### src/rtl/serial_adder_n.sv
// serial_adder_n: multi-cycle WIDTH-bit adder/subtractor. A shared STEP-bit ripple slice
// processes the operands LSB first, one slice per clock, over N = WIDTH/STEP passes.
//
// Ports:
//   clk    - rising-edge clock
//   rst_n  - asynchronous active-low reset
//   start  - request, sampled only while busy = 0
//   A, B   - operands, captured on the accepting edge
//   Ci     - carry-in (add) / borrow-in (sub), captured on the accepting edge
//   Sub    - 0: A+B+Ci, 1: A-B-Ci, captured on the accepting edge
//   busy   - operation in progress
//   done   - one-cycle pulse, So/Co/Ovf valid
//   So     - sum/difference, held until the next completed operation
//   Co     - add: carry-out; sub: 1 = no borrow
//   Ovf    - two's-complement overflow
module serial_adder_n #(
  parameter int unsigned WIDTH = 4,
  parameter int unsigned STEP  = 1
) (
  input  logic             clk,
  input  logic             rst_n,
  input  logic             start,
  input  logic [WIDTH-1:0] A,
  input  logic [WIDTH-1:0] B,
  input  logic             Ci,
  input  logic             Sub,
  output logic             busy,
  output logic             done,
  output logic [WIDTH-1:0] So,
  output logic             Co,
  output logic             Ovf
);

  localparam int unsigned N    = WIDTH / STEP;
  localparam int unsigned CntW = (N > 1) ? $clog2(N) : 1;

  typedef enum logic [1:0] {StIdle, StRun, StDone} state_e;

  state_e            r_state, w_state_d;
  logic [WIDTH-1:0]  r_op_a, w_op_a_d;
  logic [WIDTH-1:0]  r_op_b, w_op_b_d;
  logic [WIDTH-1:0]  r_res, w_res_d;
  logic [WIDTH-1:0]  r_so, w_so_d;
  logic              r_carry, w_carry_d;
  logic              r_co, w_co_d;
  logic              r_ovf, w_ovf_d;
  logic [CntW-1:0]   r_cnt, w_cnt_d;

  logic [STEP:0]     w_slice;
  logic [WIDTH-1:0]  w_slice_ext;
  logic [WIDTH-1:0]  w_res_shift;
  logic              w_msb_cin;

  always_comb begin
    w_slice = {1'b0, r_op_a[STEP-1:0]} + {1'b0, r_op_b[STEP-1:0]} + {{STEP{1'b0}}, r_carry};
    // Carry into the slice MSB, recovered from its sum bit; meaningful on the last pass only.
    w_msb_cin = r_op_a[STEP-1] ^ r_op_b[STEP-1] ^ w_slice[STEP-1];
    w_slice_ext = '0;
    w_slice_ext[STEP-1:0] = w_slice[STEP-1:0];
    // New slice enters at the MSB side so the LSB slice ends up at bit 0 after N passes.
    w_res_shift = (r_res >> STEP) | (w_slice_ext << (WIDTH - STEP));
  end

  always_comb begin
    w_state_d = r_state;
    w_op_a_d  = r_op_a;
    w_op_b_d  = r_op_b;
    w_res_d   = r_res;
    w_carry_d = r_carry;
    w_cnt_d   = r_cnt;
    w_so_d    = r_so;
    w_co_d    = r_co;
    w_ovf_d   = r_ovf;
    unique case (r_state)
      StIdle, StDone: begin
        w_state_d = StIdle;
        if (start) begin
          w_state_d = StRun;
          w_op_a_d  = A;
          // Subtraction as A + ~B + ~borrow.
          w_op_b_d  = Sub ? ~B : B;
          w_carry_d = Ci ^ Sub;
          w_cnt_d   = CntW'(N - 1);
          w_res_d   = '0;
        end
      end
      StRun: begin
        w_op_a_d  = r_op_a >> STEP;
        w_op_b_d  = r_op_b >> STEP;
        w_res_d   = w_res_shift;
        w_carry_d = w_slice[STEP];
        w_cnt_d   = r_cnt - 1'b1;
        if (r_cnt == '0) begin
          w_cnt_d   = '0;
          w_so_d    = w_res_shift;
          w_co_d    = w_slice[STEP];
          w_ovf_d   = w_msb_cin ^ w_slice[STEP];
          w_state_d = StDone;
        end
      end
      default: w_state_d = StIdle;
    endcase
  end

  always_ff @(posedge clk or negedge rst_n) begin
    if (!rst_n) begin
      r_state <= StIdle;
      r_op_a  <= '0;
      r_op_b  <= '0;
      r_res   <= '0;
      r_carry <= 1'b0;
      r_cnt   <= '0;
      r_so    <= '0;
      r_co    <= 1'b0;
      r_ovf   <= 1'b0;
    end else begin
      r_state <= w_state_d;
      r_op_a  <= w_op_a_d;
      r_op_b  <= w_op_b_d;
      r_res   <= w_res_d;
      r_carry <= w_carry_d;
      r_cnt   <= w_cnt_d;
      r_so    <= w_so_d;
      r_co    <= w_co_d;
      r_ovf   <= w_ovf_d;
    end
  end

  assign busy = (r_state == StRun);
  assign done = (r_state == StDone);
  assign So   = r_so;
  assign Co   = r_co;
  assign Ovf  = r_ovf;

endmodule

### config.mk
export PLATFORM = sky130hd
export DESIGN_NAME = serial_adder_n
export DESIGN_NICKNAME = d
export VERILOG_FILES = /design/src/rtl/serial_adder_n.sv
export SDC_FILE = /design/constraint.sdc
export NUM_CORES = 1
export LEC_CHECK = 0
export ABC_CLOCK_PERIOD_IN_PS = 2000
export CORE_MARGIN = 3
export CORE_UTILIZATION = 30
export CTS_BUF_LIST = sky130_fd_sc_hd__clkbuf_4 sky130_fd_sc_hd__clkbuf_8
export DETAILED_ROUTE_END_ITERATION = 16
export SETUP_SLACK_MARGIN = 0.1
export SYNTH_ARGS = -nofsm -noshare
export SYNTH_HDL_FRONTEND = slang
export SYNTH_SLANG_ARGS = --single-unit
### constraint.sdc
create_clock -name clk -period 2 [get_ports clk]
set_input_delay 0.6 -clock clk [delete_from_list [all_inputs] [get_ports clk]]
set_output_delay 0.6 -clock clk [all_outputs]
set_load 0.1 [all_outputs]
# ---- After elaboration in Yosys (flattened, before gate mapping)
# Cells that the tools add are included.
dict set report totals {
  reg_bits 23
  latchBits 0
  ramBits 0
  mem_bits_ro 0
  out_inout_bits 8
  elab_cells 43
  mem_count 0
}
dict set report classes {
  add_sub_neg 3
  n_mul 0
  div 0
  n_lt_le_gt_ge 0
  eq_ne 4
  shifts 0
  muxes 15
  bitwise 6
  reduce_logical 6
}
# cell n
set ops {}
lappend ops {{$pmux 4 s2} 3}
lappend ops {{$mux 4} 4}
lappend ops {{$pmux 2 s2} 2}
lappend ops {{$mux 2} 3}
lappend ops {{$logic_not 2->1} 2}
lappend ops {{$not 4->4} 1}
lappend ops {{$or 3x4->4} 1}
lappend ops {{$reduce_and 2->1} 2}
lappend ops {{$xor 1x1->1} 4}
lappend ops {{$add 1x1->2} 1}
lappend ops {{$add 2x1->2} 1}
lappend ops {{$eq 2x1->1 const B} 1}
lappend ops {{$eq 2x2->1 const B} 1}
lappend ops {{$mux 1} 2}
lappend ops {{$ne 2x1->1 const B} 1}
lappend ops {{$ne 2x2->1 const B} 1}
lappend ops {{$pmux 1 s2} 1}
lappend ops {{$reduce_bool 2->1} 1}
lappend ops {{$reduce_or 2->1} 1}
lappend ops {{$sub 2x1->2 const B} 1}

# ---- Logic depth before layout (Yosys ltp)
# Gate-level depths: netlist of run 1.
dict set report logic_depth {
  depth_word 4
  depth_mapped 6
  mapped_depth_nobuf 5
}

# ---- Least setup slack after synthesis of run 1
# OpenSTA, ideal clock, no wires.
dict set report synth_timing {
  path_type {register to output}
  from {reg r_state[0]}
  to {out done}
  arrival_ns 1.735
  slack_ns -0.335
  stages_incl_launch_ff 2
  n_path_buf 0
  cell_sequence {dfrtp_1 > nor2b_1}
}
dict set report synth_between {
  elab_chain_cells 1
}
# element line_no
set synth_rtl {}
lappend synth_rtl {{start, declared} 39} ;# state_e r_state, w_state_d;
lappend synth_rtl {{start signal, assigned} 107} ;# r_state <= StIdle;
lappend synth_rtl {{start signal, assigned} 117} ;# r_state <= w_state_d;
lappend synth_rtl {{$eq 2x2->1} 130} ;# assign done = (r_state == StDone);
lappend synth_rtl {{end, declared} 28} ;# output logic done,
# Every way passes these cells.

# ---- Worst setup path after layout of run 1
dict set report layout_timing {
  from {reg r_state[1]}
  to {out busy}
}
dict set report layout_between {
  elab_chain_cells 1
}
# element line_no
set layout_rtl {}
lappend layout_rtl {{$eq 2x1->1} 129} ;# assign busy = (r_state == StRun);
lappend layout_rtl {{end, declared} 27} ;# output logic busy,
# Every way passes these cells.

==> out/metrics.yaml, run 1 <==
clock_tree:
  cts_resized: 0
  cts_num_sinks: 22
  cts_tree: "done"
  clock_latency_ps: 310
  cts_max_level: 1
  clk_path_buf_depth: 2
  cts_buffers: 3
  postCtsSetupRepairBufs: 0
  cts_hold_buf: 0
  root_buffer: "clkbuf_4"
  cts.clk_slew.worst_paths_ps: 130
sta:
  fin_tns_setup_ps: 0
  maxSlewViolCount: 0
  finalHoldViolCount: 0
  period_minus_slack_ps: 1760
  setup_viol_count_final: 0
  tightest_slew_ps: 432
  maxSlewHeadroom_pct: 71.2
  fmax_mhz: 567
  finalCritPeriodShare_pct: 88.2
  rsz0062_at_grt: "no"
  fin_skew_ps: 7.25
global_route:
  grt_start_max_net_pins: 23
  grt_overflow: 0
  grt_pass1_vias: 651
  grt_usage_pct: 9.69
  grt_pass1_wl_mm: 3.06
  antenna_found_initial: 0
placement:
  portBuffers: 20
  routabilityCongestion: 0.753
  dp_hpwl_mm: 1.36
  dpl_cell_area_um2: 1330
detailed_routing:
  post_drt_via_cell_ratio: 4.47
  drtAntennaViolNets: 0
  avgRoutedWirePerCell_um: 11.4
  vias: 698
  drc: 0
  routed_wl_mm: 1.78
  drtPass1Iterations: 4
  drt_iter0_drc: 23
worst_hold_path:
  whs_path_depth: 2
  hold_path_end: "So[0]$_DFFE_PN0P_"
  hp-start: "r_res[1]$_DFFE_PN0P_"
  hold_class: "register to register"
synthesis:
  synth-edff-count: 0
  synth.avg_cell_area_um2: 11.0
  async_flop_share_pct: 100
  yosysTopAreaCellShare_pct: 55.5
  ys_types: 28
  synth_seq_area_share_pct: 55.5
  synthesis.area_um2: 992
  syn_inst: 90
  synth_warnings: 0
  yosysTopAreaCell: "dfrtp_1"
  synth_common_cells: "dfrtp_1 (22), nand2_1 (16), xnor2_1 (7)"
  synth.ff_latch_count: 22
  syn_nets: 104
  synthTopCellsByArea: "dfrtp_1 (55%), xnor2_1 (6.2%), nand2_1 (6.1%)"
  synth.most_common_cell: "dfrtp_1"
  ys.flop_type: "dfrtp_1"
worst_setup_path:
  worstRegToRegCells: 5
  r2r_end: "Ovf$_DFFE_PN0P_"
  start_kind: "register"
  r2r-start: "r_op_a[0]$_DFFE_PN0P_"
  path_class: "register to primary output"
  crit_start: "r_state[1]$_DFFE_PN0P_"
  worst_ep_required_time_ps: 1400
  rrSetupSlack_ps: 410
  cp_max_fo: 3
  cp_data_arrival_time_ps: 1160
  endpoint_kind: "primary output"
outcome:
  status: "finished, final reports clean"
finish:
  nNetsFinal: 127
  areaGrowthSynthToFinish_pct: 38.8
  fill_cells: 314
  antenna_cells: 0
  final_area_um2: 1380
  multi_input_area_um2: 385
  drive_above_1_share_pct: 21.4
  seq_area_um2: 551
floorplanning:
  die_height_um: 63.5
  io_pins: 21
  core-area_um2: 3100
  dieArea_um2: 4030
  rows: 20
  initial_core_util_pct: 32.0
  die-width_um: 63.5
job:
  max_cap_viol_count: 0
## critical path, cell delays in order, from the launching register on
cell and delay [ps]:
dfrtp_1 410, nand2b_1 180, inv_2 90, buf_12 170
## final cells by class
type,count,share of cell area (%)
inverters,5,1.73
flip-flops and latches,22,40.0
well taps,44,4.00
clock buffers,3,1.63
clock inverters,1,2.18
repair buffers,24,22.5
multi-input cells,57,28.0
## layer usage
metal | wire, um | share of wire (%) | global-route usage (%)
met1 | 804 | 45 | 13.5
met2 | 825 | 46 | 14.3
met3 | 128 | 7.2 | 2.85
met4 | 19 | 1.1 | 3.23
met5 | 0 | 0 | 0
## cell usage in the layout, fill, tap and decap left out, types with 4 or more instances in the layout
master	count
dfrtp_1	22
nand2_1	16
clkdlybuf4s50_1	12
buf_12	8
xnor2_1	7
nor2_1	4
a221o_1	4
a22o_1	4
buf_4	4
## kinds of logic after synthesis
kind of cell             after synthesis  share of synthesized area, %
XOR/XNOR                               8                          7.06
adder cells (fa/ha/maj)                1                          2.02
AO/OA/AOI/OAI                         18                          15.8
AND/OR/NAND/NOR                       30                          13.7
buffers and inverters                 11                          5.93
flip-flops                            22                          55.5
## flip-flops by register name (all words and copies together) (netlist names)
name / count
r_carry: 1
r_op_b: 4
r_op_a: 4
r_cnt: 2
r_res: 3
r_state: 2
So: 4
Co: 1
Ovf: 1
## worst max-delay path by stage
stage | to | slack [ps] | depth (start not counted)
2_1_floorplan | done | 190 | 1
3_3_place_gp | r_op_b[0]$_DFFE_PN0P_ | 90 | 4
3_5_place_dp | r_op_b[2]$_DFFE_PN0P_ | 40 | 4
4_1_cts | busy | 220 | 3
5_1_grt | busy | 160 | 3
6_report | busy | 240 | 3
## stage by stage
step                      util [%]  instances  setup slack [ps]  hold WS [ps]
after global routing          44.4        156               160           549
after detailed placement      42.7        152              40.5           488
after floorplan                  -         90               191           304
after global placement        42.7        152              85.4           480
final                         44.4        156               236           507
after CTS                     44.4        156               224           520
Power of run 1 is not shown: default switching activity piles up to over one toggle a cycle in this logic, so the estimate is an artifact.
==> inputs of run 2 (changes only) <==
--- a/config.mk
+++ b/config.mk
@@ -7,9 +7,10 @@
 export LEC_CHECK = 0
 export ABC_CLOCK_PERIOD_IN_PS = 2000
 export CORE_MARGIN = 3
-export CORE_UTILIZATION = 30
+export CORE_UTILIZATION = 51
 export CTS_BUF_LIST = sky130_fd_sc_hd__clkbuf_4 sky130_fd_sc_hd__clkbuf_8
 export DETAILED_ROUTE_END_ITERATION = 16
+export PLACE_DENSITY = 0.8
 export SETUP_SLACK_MARGIN = 0.1
 export SYNTH_ARGS = -nofsm -noshare
 export SYNTH_HDL_FRONTEND = slang
==> out/metrics.yaml, run 2 (same netlist as run 1, synthesis figures left out) <==
floorplanning:
  die-width_um: 50.1  # -21%
  core-area_um2: 1780  # -43%
  io_pins: 21  # unchanged
  initial_core_util_pct: 55.6  # +24 points
  dieArea_um2: 2510  # -38%
  die_height_um: 50.1  # -21%
  rows: 15  # -25%
detailed_routing:
  drtAntennaViolNets: 0  # unchanged
  avgRoutedWirePerCell_um: 13.4  # +17%
  drt_iter0_drc: 10  # -57%
  vias: 739  # +5.9%
  post_drt_via_cell_ratio: 5.39  # +21%
  drtPass1Iterations: 4  # unchanged
  drc: 0  # unchanged
  routed_wl_mm: 1.83  # +3.0%
worst_setup_path:
  critical_path_buf_inv_count: 2  # unchanged
  start_kind: "register"
  cpMaxStageDelayCell: "dfrtp_1"
  critPathTopFamily: "flip-flops"
  cpPeakStageDelay_ps: 410  # about the same
  worstRegToRegCells: 5  # unchanged
  path_class: "register to primary output"
  cp_data_arrival_time_ps: 1170  # about the same
  path_cells: "nand2b_1, inv_2, buf_12"
  cp_max_fo: 3  # unchanged
  endpoint_kind: "primary output"
  crit_cells: 3  # unchanged
  worst_ep_required_time_ps: 1400  # about the same
placement:
  portBuffers: 20  # unchanged
  dp_hpwl_mm: 1.42  # +4.0%
  routabilityCongestion: 0.782  # +3.9%
finish:
  mostFrequentLayoutCells: "dfrtp_1 (22), nand2_1 (16), clkdlybuf4s50_1 (12)"
  nNetsFinal: 127  # unchanged
  drive_above_1_share_pct: 21.4  # unchanged
  multi_input_area_um2: 385  # unchanged
  layout_commonest_cell: "dfrtp_1"
  fill_cells: 126  # -60%
  seq_area_um2: 551  # unchanged
  areaGrowthSynthToFinish_pct: 34.8
  antenna_cells: 0  # unchanged
clock_tree:
  cts_max_level: 1  # unchanged
  cts_resized: 0  # unchanged
  cts_buffers: 3  # unchanged
  postCtsSetupRepairBufs: 0  # unchanged
  root_buffer: "clkbuf_4"
  cts.clk_slew.worst_paths_ps: 120  # about the same
  cts_hold_buf: 0  # unchanged
  cts_tree: "done"
  clock_latency_ps: 300  # about the same
  clk_path_buf_depth: 2  # unchanged
  cts_num_sinks: 22  # unchanged
worst_hold_path:
  whs_path_depth: 2  # unchanged
  hold_class: "register to register"
outcome:
  status: "finished, final reports clean"
sta:
  setup_viol_count_final: 0  # unchanged
  period_minus_slack_ps: 1770  # +7.86 ps
  maxSlewViolCount: 0  # unchanged
  tightest_slew_ps: 434  # +1.78 ps
  maxSlewHeadroom_pct: 71.1  # -0.12 points
  finalHoldViolCount: 0  # unchanged
  rsz0062_at_grt: "no"
  finalCritPeriodShare_pct: 88.6  # +0.39 points
  fin_skew_ps: 4.64  # -2.60 ps
  fmax_mhz: 565  # -0.44%
  fin_tns_setup_ps: 0  # unchanged
global_route:
  grt_pass1_wl_mm: 3.33  # +8.8%
  grt_start_max_net_pins: 23  # unchanged
  grt_usage_pct: 17.7  # +8.0 points
  grt_overflow: 0  # unchanged
  grt_pass1_vias: 749  # +15%
  antenna_found_initial: 0  # unchanged
job:
  max_cap_viol_count: 0  # unchanged
## run 2: cell count changes in the layout (fill, tap and decap cells not counted)
cell | previous run | this run
clkbuf_8 | 0 | 1
bufinv_16 | 1 | 0
## run 2: worst paths after layout
check                                             from                     end  slack, ps
worst max-delay path            r_state[1]$_DFFE_PN0P_                    busy        230
worst min-delay path              r_res[1]$_DFFE_PN0P_       So[0]$_DFFE_PN0P_        500
worst max register to register   r_op_a[0]$_DFFE_PN0P_         Ovf$_DFFE_PN0P_        430
worst min register to register    r_res[1]$_DFFE_PN0P_       So[0]$_DFFE_PN0P_        500
max in group asynchronous                        rst_n  r_state[0]$_DFFE_PN0P_       1150
min in group asynchronous                        rst_n   r_op_b[1]$_DFFE_PN0P_        640
## run 2: worst min-delay path, cell delays in order, from the launching register on
cell,delay (ps)
dfrtp_1,370
nand2_1,50
nand2_1,50
## run 2: cell type report
type                       instances  share of cell area, %
multi-input combinational         57                   28.8
timing repair buffer              24                   23.2
sequential                        22                   41.2
tap                               25                   2.34
inverter                           5                   1.78
clock buffer                       4                   2.71
## run 2: routing by layer
layer / global-route usage (%) / routed length [um] / up-vias
li1: - / - / 352
met1: 21.6 / 786 / 364
met2: 29.6 / 941 / 19
met3: 4.53 / 81 / 4
met4: 6.91 / 23 / 0
met5: 0 / 0 / -
## run 2: per-stage QoR
| stage | hold slack (ps) | instance area [um2] | setup slack, ps | std cells | utilization [%] |
|---|---|---|---|---|---|
| final | 499 | 1340 | 229 | 137 | 75.0 |
| after global routing | 539 | 1340 | 148 | 137 | 75.0 |
| after CTS | 506 | 1340 | 214 | 137 | 75.0 |
| after detailed placement | 472 | 1300 | 60.5 | 133 | 73.0 |
| after global placement | 469 | 1300 | 95.0 | 133 | 73.0 |
| after floorplan | 304 | 995 | 191 | 90 | - |
Power of run 2 is left out for the same reason.
